===== config.mk =====
export PLATFORM = sky130hd
export DESIGN_NAME = motor_drive_ctrl
export DESIGN_NICKNAME = d
export VERILOG_FILES = /design/src/rtl/motor_drive_ctrl.sv
export SDC_FILE = /design/constraint.sdc
export NUM_CORES = 1
export LEC_CHECK = 0
export BUFFER_PORTS_ARGS = -buffer_cell sky130_fd_sc_hd__buf_2
export CAP_MARGIN = 20
export CORE_MARGIN = 2
export CORE_UTILIZATION = 45
export CTS_CLUSTER_DIAMETER = 150
export DETAILED_ROUTE_END_ITERATION = 8
export HOLD_SLACK_MARGIN = 0.05
export PLACE_DENSITY = 0.58
export SYNTH_ARGS = -nofsm -noshare
export SYNTH_HDL_FRONTEND = slang
export SYNTH_SLANG_ARGS = --single-unit
export TNS_END_PERCENT = 50

===== constraint.sdc =====
create_clock -name clk -period 5 [get_ports clk]
set_input_delay 0.5 -clock clk [delete_from_list [all_inputs] [get_ports clk]]
set_output_delay 0.5 -clock clk [all_outputs]
set_load 0.005 [all_outputs]

===== src/rtl/motor_drive_ctrl.sv =====
// Motor drive controller: maps the bot FSM state onto ramped left/right wheel PWM and
// direction, times the gripper pulse in PICK_BOX and flags illegal state codes.
module motor_drive_ctrl #(
    parameter int PWM_BITS    = 8,
    parameter int CRUISE_DUTY = 200,
    parameter int TURN_DUTY   = 128,
    parameter int RAMP_STEP   = 8,
    parameter int RAMP_DIV    = 16,
    parameter int PICK_CYCLES = 100
) (
    input  logic       clk,
    input  logic       reset,
    input  logic [2:0] state,
    output logic       left_pwm,
    output logic       right_pwm,
    output logic       left_dir,
    output logic       right_dir,
    output logic       gripper_en,
    output logic       pick_done,
    output logic       fault
);

    typedef enum logic [2:0] {
        ST_IDLE  = 3'b000,
        ST_DRIVE = 3'b001,
        ST_LEFT  = 3'b010,
        ST_RIGHT = 3'b011,
        ST_UTURN = 3'b100,
        ST_PICK  = 3'b101
    } bot_state_e;

    typedef struct packed {
        logic                dir;
        logic [PWM_BITS-1:0] duty;
    } wheel_t;

    localparam int RC_W = (RAMP_DIV > 1) ? $clog2(RAMP_DIV) : 1;
    localparam int GC_W = $clog2(PICK_CYCLES + 1);

    localparam logic [PWM_BITS-1:0] CRUISE_D  = PWM_BITS'(CRUISE_DUTY);
    localparam logic [PWM_BITS-1:0] TURN_D    = PWM_BITS'(TURN_DUTY);
    localparam logic [PWM_BITS-1:0] STEP_D    = PWM_BITS'(RAMP_STEP);
    localparam logic [PWM_BITS:0]   STEP_W    = (PWM_BITS + 1)'(RAMP_STEP);
    localparam logic [RC_W-1:0]     RAMP_LAST = RC_W'(RAMP_DIV - 1);
    localparam logic [GC_W-1:0]     PICK_LAST = GC_W'(PICK_CYCLES);

    logic [PWM_BITS-1:0] pwm_cnt_q;
    logic [RC_W-1:0]     ramp_cnt_q;
    wheel_t              cur_l_q, cur_r_q, cur_l_d, cur_r_d;
    wheel_t              tgt_l, tgt_r;
    logic [PWM_BITS-1:0] app_l_q, app_r_q, app_l_d, app_r_d;
    logic                left_pwm_q, right_pwm_q;
    logic [2:0]          prev_state_q;
    logic [GC_W-1:0]     grip_cnt_q, grip_cnt_d;
    logic                gripper_q, gripper_d;
    logic                pick_done_q, pick_done_d;
    logic                fault_q;
    logic                hard_stop, ramp_tick, pwm_wrap, pick_entry;

    assign ramp_tick  = (ramp_cnt_q == RAMP_LAST);
    assign pwm_wrap   = &pwm_cnt_q;
    assign pick_entry = (state == ST_PICK) && (prev_state_q != ST_PICK);

    // One ramp step toward the target; comparisons run one bit wider so nothing wraps.
    function automatic wheel_t ramp_wheel(input wheel_t cur, input wheel_t tgt);
        wheel_t            nxt;
        logic [PWM_BITS:0] cur_w, tgt_w;
        nxt   = cur;
        cur_w = {1'b0, cur.duty};
        tgt_w = {1'b0, tgt.duty};
        if (cur.dir != tgt.dir) begin
            if (cur_w > STEP_W) begin
                nxt.duty = cur.duty - STEP_D;
            end else begin
                nxt.duty = '0;
                nxt.dir  = tgt.dir;
            end
        end else if (cur_w < tgt_w) begin
            nxt.duty = (cur_w + STEP_W >= tgt_w) ? tgt.duty : cur.duty + STEP_D;
        end else if (cur_w > tgt_w) begin
            nxt.duty = (cur_w >= tgt_w + STEP_W) ? cur.duty - STEP_D : tgt.duty;
        end
        return nxt;
    endfunction

    always_comb begin
        // NOTE: every comb output gets a default first so no path can infer a latch.
        tgt_l     = '0;
        tgt_r     = '0;
        hard_stop = 1'b0;
        case (state)
            ST_DRIVE: begin
                tgt_l.duty = CRUISE_D;
                tgt_r.duty = CRUISE_D;
            end
            ST_LEFT:  tgt_r.duty = TURN_D;
            ST_RIGHT: tgt_l.duty = TURN_D;
            ST_UTURN: begin
                tgt_l.dir  = 1'b1;
                tgt_l.duty = TURN_D;
                tgt_r.duty = TURN_D;
            end
            ST_IDLE, ST_PICK: hard_stop = 1'b1;
            default:          hard_stop = 1'b1;
        endcase
    end

    always_comb begin
        cur_l_d = cur_l_q;
        cur_r_d = cur_r_q;
        app_l_d = app_l_q;
        app_r_d = app_r_q;
        if (hard_stop) begin
            cur_l_d = '0;
            cur_r_d = '0;
            app_l_d = '0;
            app_r_d = '0;
        end else begin
            if (ramp_tick) begin
                cur_l_d = ramp_wheel(cur_l_q, tgt_l);
                cur_r_d = ramp_wheel(cur_r_q, tgt_r);
            end
            // Applied duty only moves at the period boundary to avoid glitched pulses.
            if (pwm_wrap) begin
                app_l_d = cur_l_q.duty;
                app_r_d = cur_r_q.duty;
            end
        end
    end

    always_comb begin
        gripper_d   = gripper_q;
        grip_cnt_d  = grip_cnt_q;
        pick_done_d = 1'b0;
        if (pick_entry) begin
            gripper_d  = 1'b1;
            grip_cnt_d = GC_W'(1);
        end else if (gripper_q) begin
            if (grip_cnt_q == PICK_LAST) begin
                gripper_d   = 1'b0;
                grip_cnt_d  = '0;
                pick_done_d = 1'b1;
            end else if (state != ST_PICK) begin
                gripper_d  = 1'b0;
                grip_cnt_d = '0;
            end else begin
                grip_cnt_d = grip_cnt_q + GC_W'(1);
            end
        end
    end

    always_ff @(posedge clk) begin
        if (!reset) begin
            pwm_cnt_q    <= '0;
            ramp_cnt_q   <= '0;
            cur_l_q      <= '0;
            cur_r_q      <= '0;
            app_l_q      <= '0;
            app_r_q      <= '0;
            left_pwm_q   <= 1'b0;
            right_pwm_q  <= 1'b0;
            prev_state_q <= 3'b000;
            grip_cnt_q   <= '0;
            gripper_q    <= 1'b0;
            pick_done_q  <= 1'b0;
            fault_q      <= 1'b0;
        end else begin
            // NOTE: non-blocking throughout so every register samples pre-edge values.
            pwm_cnt_q    <= pwm_cnt_q + PWM_BITS'(1);
            ramp_cnt_q   <= ramp_tick ? '0 : ramp_cnt_q + RC_W'(1);
            cur_l_q      <= cur_l_d;
            cur_r_q      <= cur_r_d;
            app_l_q      <= app_l_d;
            app_r_q      <= app_r_d;
            left_pwm_q   <= !hard_stop && (pwm_cnt_q < app_l_q);
            right_pwm_q  <= !hard_stop && (pwm_cnt_q < app_r_q);
            prev_state_q <= state;
            grip_cnt_q   <= grip_cnt_d;
            gripper_q    <= gripper_d;
            pick_done_q  <= pick_done_d;
            fault_q      <= state[2] & state[1];
        end
    end

    assign left_pwm   = left_pwm_q;
    assign right_pwm  = right_pwm_q;
    assign left_dir   = cur_l_q.dir;
    assign right_dir  = cur_r_q.dir;
    assign gripper_en = gripper_q;
    assign pick_done  = pick_done_q;
    assign fault      = fault_q;

endmodule


==> results.yml, run 1 <==
die:
  fp.dieW_um: 91.6
  io_pins: 12
  start_util_pct: 47.1
  fp-row-count: 31
  die_area_mm2: 0.00840
  die_y_um: 91.6
  core-area_mm2: 0.00733
yosys:
  synthCells: 419
  ys_types: 67
  ys_warn_count: 0
  syn_nets: 461
  netlist_top_cells_area: "dfxtp_1 28%, ha_1 13%, nand2_1 4.5%"
  synth-seq-area-share_pct: 28.4
  async_flop_share_pct: 0
  yosysTopAreaCell: "dfxtp_1"
  synth_top_area_share_pct: 28.4
  avgSynthCellArea_um2: 8.25
  synth-seq-cells: 49
  synth_edf_count: 0
  netlist_area_mm2: 0.00346
  synth_flop_cell: "dfxtp_1"
clocking:
  cts-resized-gates: 0
  htreeDepth: 2
  cts_tree: "done"
  cts_buffer_depth: 2
  hold_buffers: 0
  clk_latency_ns: 0.30
  cts.sinks: 49
  post_cts_buffers: 0
  numCtsBuffers: 5
  path_clk_slew_ns: 0.09
  cts-root-buf: "clkbuf_8"
setup_path:
  crit_chain: "buf_2 > nor2b_1 > nand2b_1 > inv_1 > a21oi_1 > ha_1 > a21oi_1 > a2111oi_2 > a21oi_1 > and3b_1 > o221ai_1 > a31oi_1"
  slowest_delay_ns: 0.44
  regToRegSetupSlack_ns: 2.06
  cp_common_cell: "a21oi_1"
  crit_path_start_kind: "input pin"
  crit_path_end_kind: "register"
  cp_slowest_cell: "a2111oi_2"
  cp_max_fo: 13
  cp.required_ns: 5.19
  critPathKind: "in -> reg"
  crit_arrival_ns: 3.74
timing:
  worst_slew_pin_slew_ns: 0.771
  worst_slack_ns: 1.46
  timing.hold.ws_ns: 0.454
  fmax_ghz: 0.282
  finClkSkew_ns: 0.00520
  post-route-min-period_ns: 3.54
  slew_headroom_pct: 48.2
  hold_violations: 0
  rsz0062_at_grt: "no"
  slew_viol_final: 0
  finalCritPeriodShare_pct: 70.9
  tns_ns: 0
  setup_viol: 0
global_routing:
  grt_max_degree: 23
  globalRouteOverflowTotal: 0
  track_usage_pct: 19.0
  grt_pass1_wl_um: 13400
  grt_pass1_vias: 2809
  antenna_found_initial: 0
route:
  finalWirelength_um: 7600
  first_pass_iters: 4
  final_antenna_net_count: 0
  wl_per_cell_um: 14.6
  viasPerCell: 5.65
  num_vias: 2936
  drc_errors: 0
  dr.first_iter.drc_count: 103
power_and_ir_drop:
  p_per_area_mw_per_mm2: 201
  peakVddDrop_v: 0.000129
  p_leak_nw: 1.36
worst_hold_path:
  hold_class: "reg -> reg"
status:
  status: "completed"
cells_and_area:
  layout-drive-gt1-share_pct: 8.79
  final_common_cell: "dfxtp_1"
  instances_no_fill: 520
  layout_common_cells: "49 x dfxtp_1, 41 x nand2_1, 37 x ha_1"
  diodes: 0
  nets: 462
  area_delta_synth_final_pct: 5.14
run:
  maxCapViolCount: 0
placed_design:
  numPortBuffers: 11
  dp_slack_ns: 1.15
  dp_cells: 512
  hpwl_um: 5530
  gp_congestion: 0.897
state kept, by name, summed over array words and instances, names as in the netlist:
register and flops:
cur_r_q 5, prev_state_q 3, app_r_q 5, left_dir 1, gripper_en 1, ramp_cnt_q 4, pwm_cnt_q 8, right_pwm 1
app_l_q 5, fault 1, left_pwm 1, right_dir 1, cur_l_q 5, pick_done 1, grip_cnt_q 7
path summary, 6_finish.rpt:
| check | depth (start not counted) | from | endpoint |
|---|---|---|---|
| worst max-delay path | 12 | state[0] | cur_r_q[5]$_SDFFE_PN0P_ |
| worst min-delay path | 2 | app_l_q[4]$_SDFFE_PN0P_ | app_l_q[4]$_SDFFE_PN0P_ |
| worst max register to register | 9 | cur_l_q[5]$_SDFFE_PN0P_ | cur_l_q[7]$_SDFFE_PN0P_ |
| worst min register to register | 2 | app_l_q[4]$_SDFFE_PN0P_ | app_l_q[4]$_SDFFE_PN0P_ |
logic make-up (layout without fill, tap and decap cells):
family                     Yosys count  count (layout)  share of synthesized area [%]
AOI/OAI and AO/OA                  115             115                           22.6
xor gates and xnor gates            18              18                           4.56
adders and majority gates           38              38                           13.7
buffers and inverters               41              43                           5.50
DFF                                 49              49                           28.4
muxes                                2               2                          0.615
and+or+nand+nor                    156             156                           24.6
per-layer routing:
| metal | part of all wire (%) | vias up | track usage [%] |
|---|---|---|---|
| li1 | - | 1515 | - |
| met1 | 49 | 1360 | 25.6 |
| met2 | 46 | 53 | 31.4 |
| met3 | 4.4 | 8 | 3.37 |
| met4 | 0.97 | 0 | 4.67 |
| met5 | 0 | - | 0 |
Yosys cell counts, types with 2 or more instances:
cell       count
a211oi_1       5
or2_2          2
and3_1        12
buf_6          4
or4b_1         2
dfxtp_1       49
nand4b_1       4
nand2_1       41
o21ai_0       27
a21o_1         2
a2111oi_2      2
xor2_1         8
a21oi_1       28
nor2_1        30
o211ai_1       3
o22ai_1        3
and2_1         9
nand4_1        2
xnor2_1       10
nor3b_1       10
ha_1          37
nor3_1         7
a21boi_0       5
inv_1         22
o31ai_1        2
clkbuf_1      12
o21a_1         8
a32o_1         2
or3_1          3
nand3_1       12
nor2b_1        5
nand2b_1       6
nor4_1         2
a2bb2oi_1      2
a311o_1        2
buf_2          2
a211o_1        2
a31oi_1        5
o221ai_1       2
final cells by class:
type,count,area [µm²]
Timing Repair Buffer,13,70.1
Clock buffer,5,68.8
Tap cell,99,124
Inverter,22,82.6
Sequential cell,49,981
Fill cell,738,3700
Clock inverter,3,22.5
Multi-Input combinational cell,329,2280
through the flow:
step                total power, mW  cell area [µm²]  utilization, %
global route                  0.774             3630            49.6
finish                        0.729             3630            49.6
global placement              0.495             3540            48.3
detailed placement            0.496             3540            48.3
CTS                           0.742             3630            49.6
floorplan                     0.478             3460               -
power by group:
part	switching (mW)	internal [mW]	total, mW
combinational	0.0528	0.0338	0.0866
sequential	0.00490	0.396	0.401
clock	0.141	0.0996	0.241
worst max-delay path, delay by kind of cell:
kind            cells  cell delay [ns]
fa+ha+maj           1             0.39
compound gates      6             1.23
simple gates        3             1.06
buf+inv             2             0.53
(Power assumes the default switching activity.)
==> inputs of run 2 (changes only) <==
==> constraint.sdc (replaced) <==
create_clock -name clk -period 3.3 [get_ports clk]
set_input_delay 0.33 -clock clk [delete_from_list [all_inputs] [get_ports clk]]
set_output_delay 0.33 -clock clk [all_outputs]
set_load 0.005 [all_outputs]
==> run 2 against run 1 <==
Effect of this change: register-to-register slack worse by 1.7 ns; clock power is 56% higher; non-clock buffer count is 9 higher; critical path type is now reg -> reg; critical endpoint is now cur_l_q[7]$_SDFFE_PN0P_; largest cell class unchanged.
==> results.yml, run 2 (same netlist as run 1, synthesis figures left out) <==
global_routing:
  antenna_found_initial: 0
  globalRouteOverflowTotal: 0
  track_usage_pct: 19.3
  grt_max_degree: 23
  grt_pass1_wl_um: 13200
  grt_pass1_vias: 2723
timing:
  setup_viol: 0
  rsz0062_at_grt: "no"
  fmax_ghz: 0.344
  worst_slack_ns: 0.393
  hold_violations: 0
  timing.hold.ws_ns: 0.351
  finalCritPeriodShare_pct: 88.1
  post-route-min-period_ns: 2.91
  tns_ns: 0
  slew_viol_final: 0
  finClkSkew_ns: 0.00600
  worst_slew_pin_slew_ns: 0.811
  slew_headroom_pct: 45.5
clocking:
  cts.sinks: 49
  numCtsBuffers: 5
  cts_buffer_depth: 2
  cts-resized-gates: 0
  post_cts_buffers: 0
  hold_buffers: 0
  clk_latency_ns: 0.31
  path_clk_slew_ns: 0.10
  cts-root-buf: "clkbuf_8"
  htreeDepth: 2
  cts_tree: "done"
power_and_ir_drop:
  switching_share_pct: 27.9
  pwr-share-comb_pct: 12.2
  peakVddDrop_v: 0.000149
  clkPwrFrac_pct: 33.5
  p_per_area_mw_per_mm2: 303
  p_sw_uw: 313
  intPower_uw: 808
  seqPwrFrac_pct: 54.3
  finalPower_mw: 1.12
  p_leak_nw: 1.40
setup_path:
  crit_arrival_ns: 3.11
  crit_path_start_kind: "register"
  critPathKind: "reg -> reg"
  cp_max_fo: 10
  crit_path_end_kind: "register"
  cp.required_ns: 3.50
  r2r_cells: 8
route:
  final_antenna_net_count: 0
  wl_per_cell_um: 14.8
  first_pass_iters: 5
  dr.first_iter.drc_count: 96
  num_vias: 2989
  viasPerCell: 5.65
  drc_errors: 0
  finalWirelength_um: 7840
run:
  maxCapViolCount: 0
worst_hold_path:
  hold_class: "in -> reg"
  whs_path_depth: 2
cells_and_area:
  nets: 471
  reg.largest.list: "pwm_cnt_q: 8 flops, grip_cnt_q: 7 flops"
  final_common_cell: "dfxtp_1"
  fillers: 695
  diodes: 0
  post-route-util_pct: 50.5
  instances_no_fill: 529
  final_area_mm2: 0.00370
  area_delta_synth_final_pct: 7.06
  largest_reg_flops: 8
  regMostFlops: "pwm_cnt_q"
  layout_common_cells: "49 x dfxtp_1, 41 x nand2_1, 37 x ha_1"
  layout-drive-gt1-share_pct: 10.7
placed_design:
  gp_congestion: 0.926
  dp_slack_ns: 0.176
  hpwl_um: 5720
  dp_cells: 521
  numPortBuffers: 11
  placed_area_mm2: 0.00361
die:
  io_pins: 12
  fp.dieW_um: 91.6
  start_util_pct: 47.1
  fp-row-count: 31
  core-area_mm2: 0.00733
  die_area_mm2: 0.00840
  die_y_um: 91.6
status:
  status: "completed"
-- run 2: worst paths after layout --
kind                                start  slack, ns                    endpoint
setup reg to reg  cur_l_q[3]$_SDFFE_PN0P_       0.39     cur_l_q[7]$_SDFFE_PN0P_
setup / recovery  cur_l_q[3]$_SDFFE_PN0P_       0.39     cur_l_q[7]$_SDFFE_PN0P_
hold reg to reg   app_l_q[7]$_SDFFE_PN0P_       0.45     app_l_q[7]$_SDFFE_PN0P_
hold / removal                   state[2]       0.35  prev_state_q[2]$_SDFF_PN0_
-- run 2: cell type report --
class	count	area (µm²)	area share, %
clock buffer	5	68.8	1.86
clock inverter	3	21.3	0.575
inverter	22	82.6	2.23
multi-input combinational	329	2280	61.8
sequential	49	981	26.5
tap	99	124	3.35
timing repair buffer	22	138	3.72
-- run 2: power groups by stage --
stage	logic [mW]	clock network, mW	registers (mW)
2_1_floorplan	0.104	0	0.620
5_1_grt	0.152	0.408	0.610
6_report	0.136	0.376	0.608
3_3_place_gp	0.135	0	0.622
4_1_cts	0.136	0.384	0.608
3_5_place_dp	0.135	0	0.622
-- run 2: worst max-delay path, stage by stage, from the launching register on --
cell and delay [ns]:
dfxtp_1 0.60, inv_1 0.25, ha_1 0.40, or4b_1 0.55, o221ai_1 0.23, nand2_1 0.22, a211o_1 0.31, a21oi_1 0.14
o22ai_1 0.09
-- run 2: metal layers --
layer | global-route usage, % | vias up | wire, µm
met4 | 6.31 | 0 | 116
met1 | 27.1 | 1373 | 3860
met2 | 30.3 | 69 | 3540
li1 | - | 1534 | -
met3 | 3.12 | 13 | 332
met5 | 0 | - | 0
==> inputs of run 3 (changes only) <==
--- a/config.mk
+++ b/config.mk
@@ -12,7 +12,6 @@
 export CTS_CLUSTER_DIAMETER = 150
 export DETAILED_ROUTE_END_ITERATION = 8
 export HOLD_SLACK_MARGIN = 0.05
-export PLACE_DENSITY = 0.58
 export SYNTH_ARGS = -nofsm -noshare
 export SYNTH_HDL_FRONTEND = slang
 export SYNTH_SLANG_ARGS = --single-unit
==> run 3 against run 2 <==
Effect of this change: sequential cell count stayed put; clock power is 2% higher; non-clock buffer count is 3 higher; worst hold slack better by 0.0043 ns; power is 0.80% higher; cell count is 0.57% higher; clock skew is 0.0017 ns higher; routed wire length is 2.2% lower; fmax is 2.1% higher; sequential share of layout area is 0.18 points lower; critical path depth is 1 higher; worst setup slack better by 0.061 ns.
==> results.yml, run 3 (same netlist as run 1, synthesis figures left out) <==
route:
  drc_errors: 0
  first_pass_iters: 4
  dr.first_iter.drc_count: 123
  final_antenna_net_count: 0
  num_vias: 2992
  viasPerCell: 5.62
  finalWirelength_um: 7680
  wl_per_cell_um: 14.4
placed_design:
  dp_cells: 523
  hpwl_um: 5560
  dp_slack_ns: 0.209
  numPortBuffers: 11
  gp_congestion: 0.934
timing:
  fmax_ghz: 0.351
  finClkSkew_ns: 0.00775
  tns_ns: 0
  finalCritPeriodShare_pct: 86.2
  rsz0062_at_grt: "no"
  slew_viol_final: 0
  hold_violations: 0
  worst_slack_ns: 0.454
  worst_slew_pin_slew_ns: 0.790
  setup_viol: 0
  post-route-min-period_ns: 2.85
  slew_headroom_pct: 47.0
power_and_ir_drop:
  seqPwrFrac_pct: 53.9
  finalPower_mw: 1.13
  intPower_uw: 812
  peakVddDrop_v: 0.000191
  pwr-share-comb_pct: 12.3
  p_sw_uw: 317
  switching_share_pct: 28.1
  p_per_area_mw_per_mm2: 303
  p_leak_nw: 1.42
  clkPwrFrac_pct: 33.8
global_routing:
  grt_pass1_vias: 2788
  grt_max_degree: 23
  antenna_found_initial: 0
  track_usage_pct: 18.7
  globalRouteOverflowTotal: 0
  grt_pass1_wl_um: 13100
die:
  start_util_pct: 47.1
  core-area_mm2: 0.00733
  fp.dieW_um: 91.6
  io_pins: 12
  die_y_um: 91.6
  fp-row-count: 31
  die_area_mm2: 0.00840
cells_and_area:
  reg.largest.list: "pwm_cnt_q: 8 flops, grip_cnt_q: 7 flops"
  final_common_cell: "dfxtp_1"
  layout-drive-gt1-share_pct: 11.3
  instances_no_fill: 532
  regMostFlops: "pwm_cnt_q"
  nets: 474
  largest_reg_flops: 8
  layout_common_cells: "49 x dfxtp_1, 41 x nand2_1, 37 x ha_1"
  fillers: 704
  area_delta_synth_final_pct: 7.78
  diodes: 0
setup_path:
  critPathKind: "reg -> reg"
  crit_path_start_kind: "register"
  cp.required_ns: 3.50
  crit_path_end_kind: "register"
  crit_arrival_ns: 3.04
  cp_max_fo: 11
status:
  status: "completed"
clocking:
  cts.sinks: 49
  post_cts_buffers: 0
  cts-resized-gates: 0
  hold_buffers: 0
  cts-root-buf: "clkbuf_8"
  cts_buffer_depth: 2
  numCtsBuffers: 5
  htreeDepth: 2
  path_clk_slew_ns: 0.10
  cts_tree: "done"
  clk_latency_ns: 0.31
worst_hold_path:
  hold_class: "in -> reg"
run:
  maxCapViolCount: 0
## run 3: cell count changes in the layout (fill, tap and decap cells not counted), sizes merged
cell,before,now
buf,22,25
clkinvlp,1,2
clkinv,1,0
## run 3: final cells by class
class                      count  area, µm²  share of cell area (%)
clock buffer                   5       68.8                    1.85
inverter                      22       82.6                    2.22
tap                           99        124                    3.33
sequential                    49        981                    26.3
clock inverter                 3       26.3                   0.705
multi-input combinational    329       2280                    61.3
timing repair buffer          25        158                    4.23
## run 3: critical path, cell delays in order, from the launching register on
cell      delay [ns]
dfxtp_1         0.62
nand3_1         0.16
xnor2_1         0.17
ha_1            0.23
or4b_1          0.48
o221ai_1        0.23
nand2_1         0.24
a211o_1         0.32
a21oi_1         0.19
o22ai_1         0.10
## run 3: metal layers
metal / vias up / global-route usage, % / share of wire (%)
met4: 0 / 4.42 / 1.1
met2: 78 / 29.9 / 44
met1: 1367 / 26.2 / 51
met5: - / 0 / 0
met3: 11 / 3.37 / 4.1
li1: 1536 / - / -
## run 3: power groups by stage
stage	combinational, mW	clock, mW	sequential (mW)
after floorplan	0.104	0	0.620
after global placement	0.136	0	0.622
final	0.139	0.382	0.608
after CTS	0.138	0.398	0.608
after global routing	0.154	0.417	0.610
after detailed placement	0.137	0	0.622
## run 3: worst paths after layout
check | startpoint | endpoint | slack [ns] | cells after the start
max reg2reg | cur_l_q[4]$_SDFFE_PN0P_ | cur_l_q[7]$_SDFFE_PN0P_ | 0.45 | 9
max | cur_l_q[4]$_SDFFE_PN0P_ | cur_l_q[7]$_SDFFE_PN0P_ | 0.45 | 9
min | state[1] | prev_state_q[1]$_SDFF_PN0_ | 0.36 | 2
min reg2reg | app_r_q[7]$_SDFFE_PN0P_ | app_r_q[7]$_SDFFE_PN0P_ | 0.46 | 2
## run 3: per-stage QoR
step                      util (%)  cell area, µm²  hold slack [ns]
final                         50.8            3720            0.355
after floorplan                  -            3460            0.421
after detailed placement      49.4            3620            0.446
after global routing          50.8            3720            0.344
after CTS                     50.7            3720            0.343
after global placement        49.4            3620            0.439
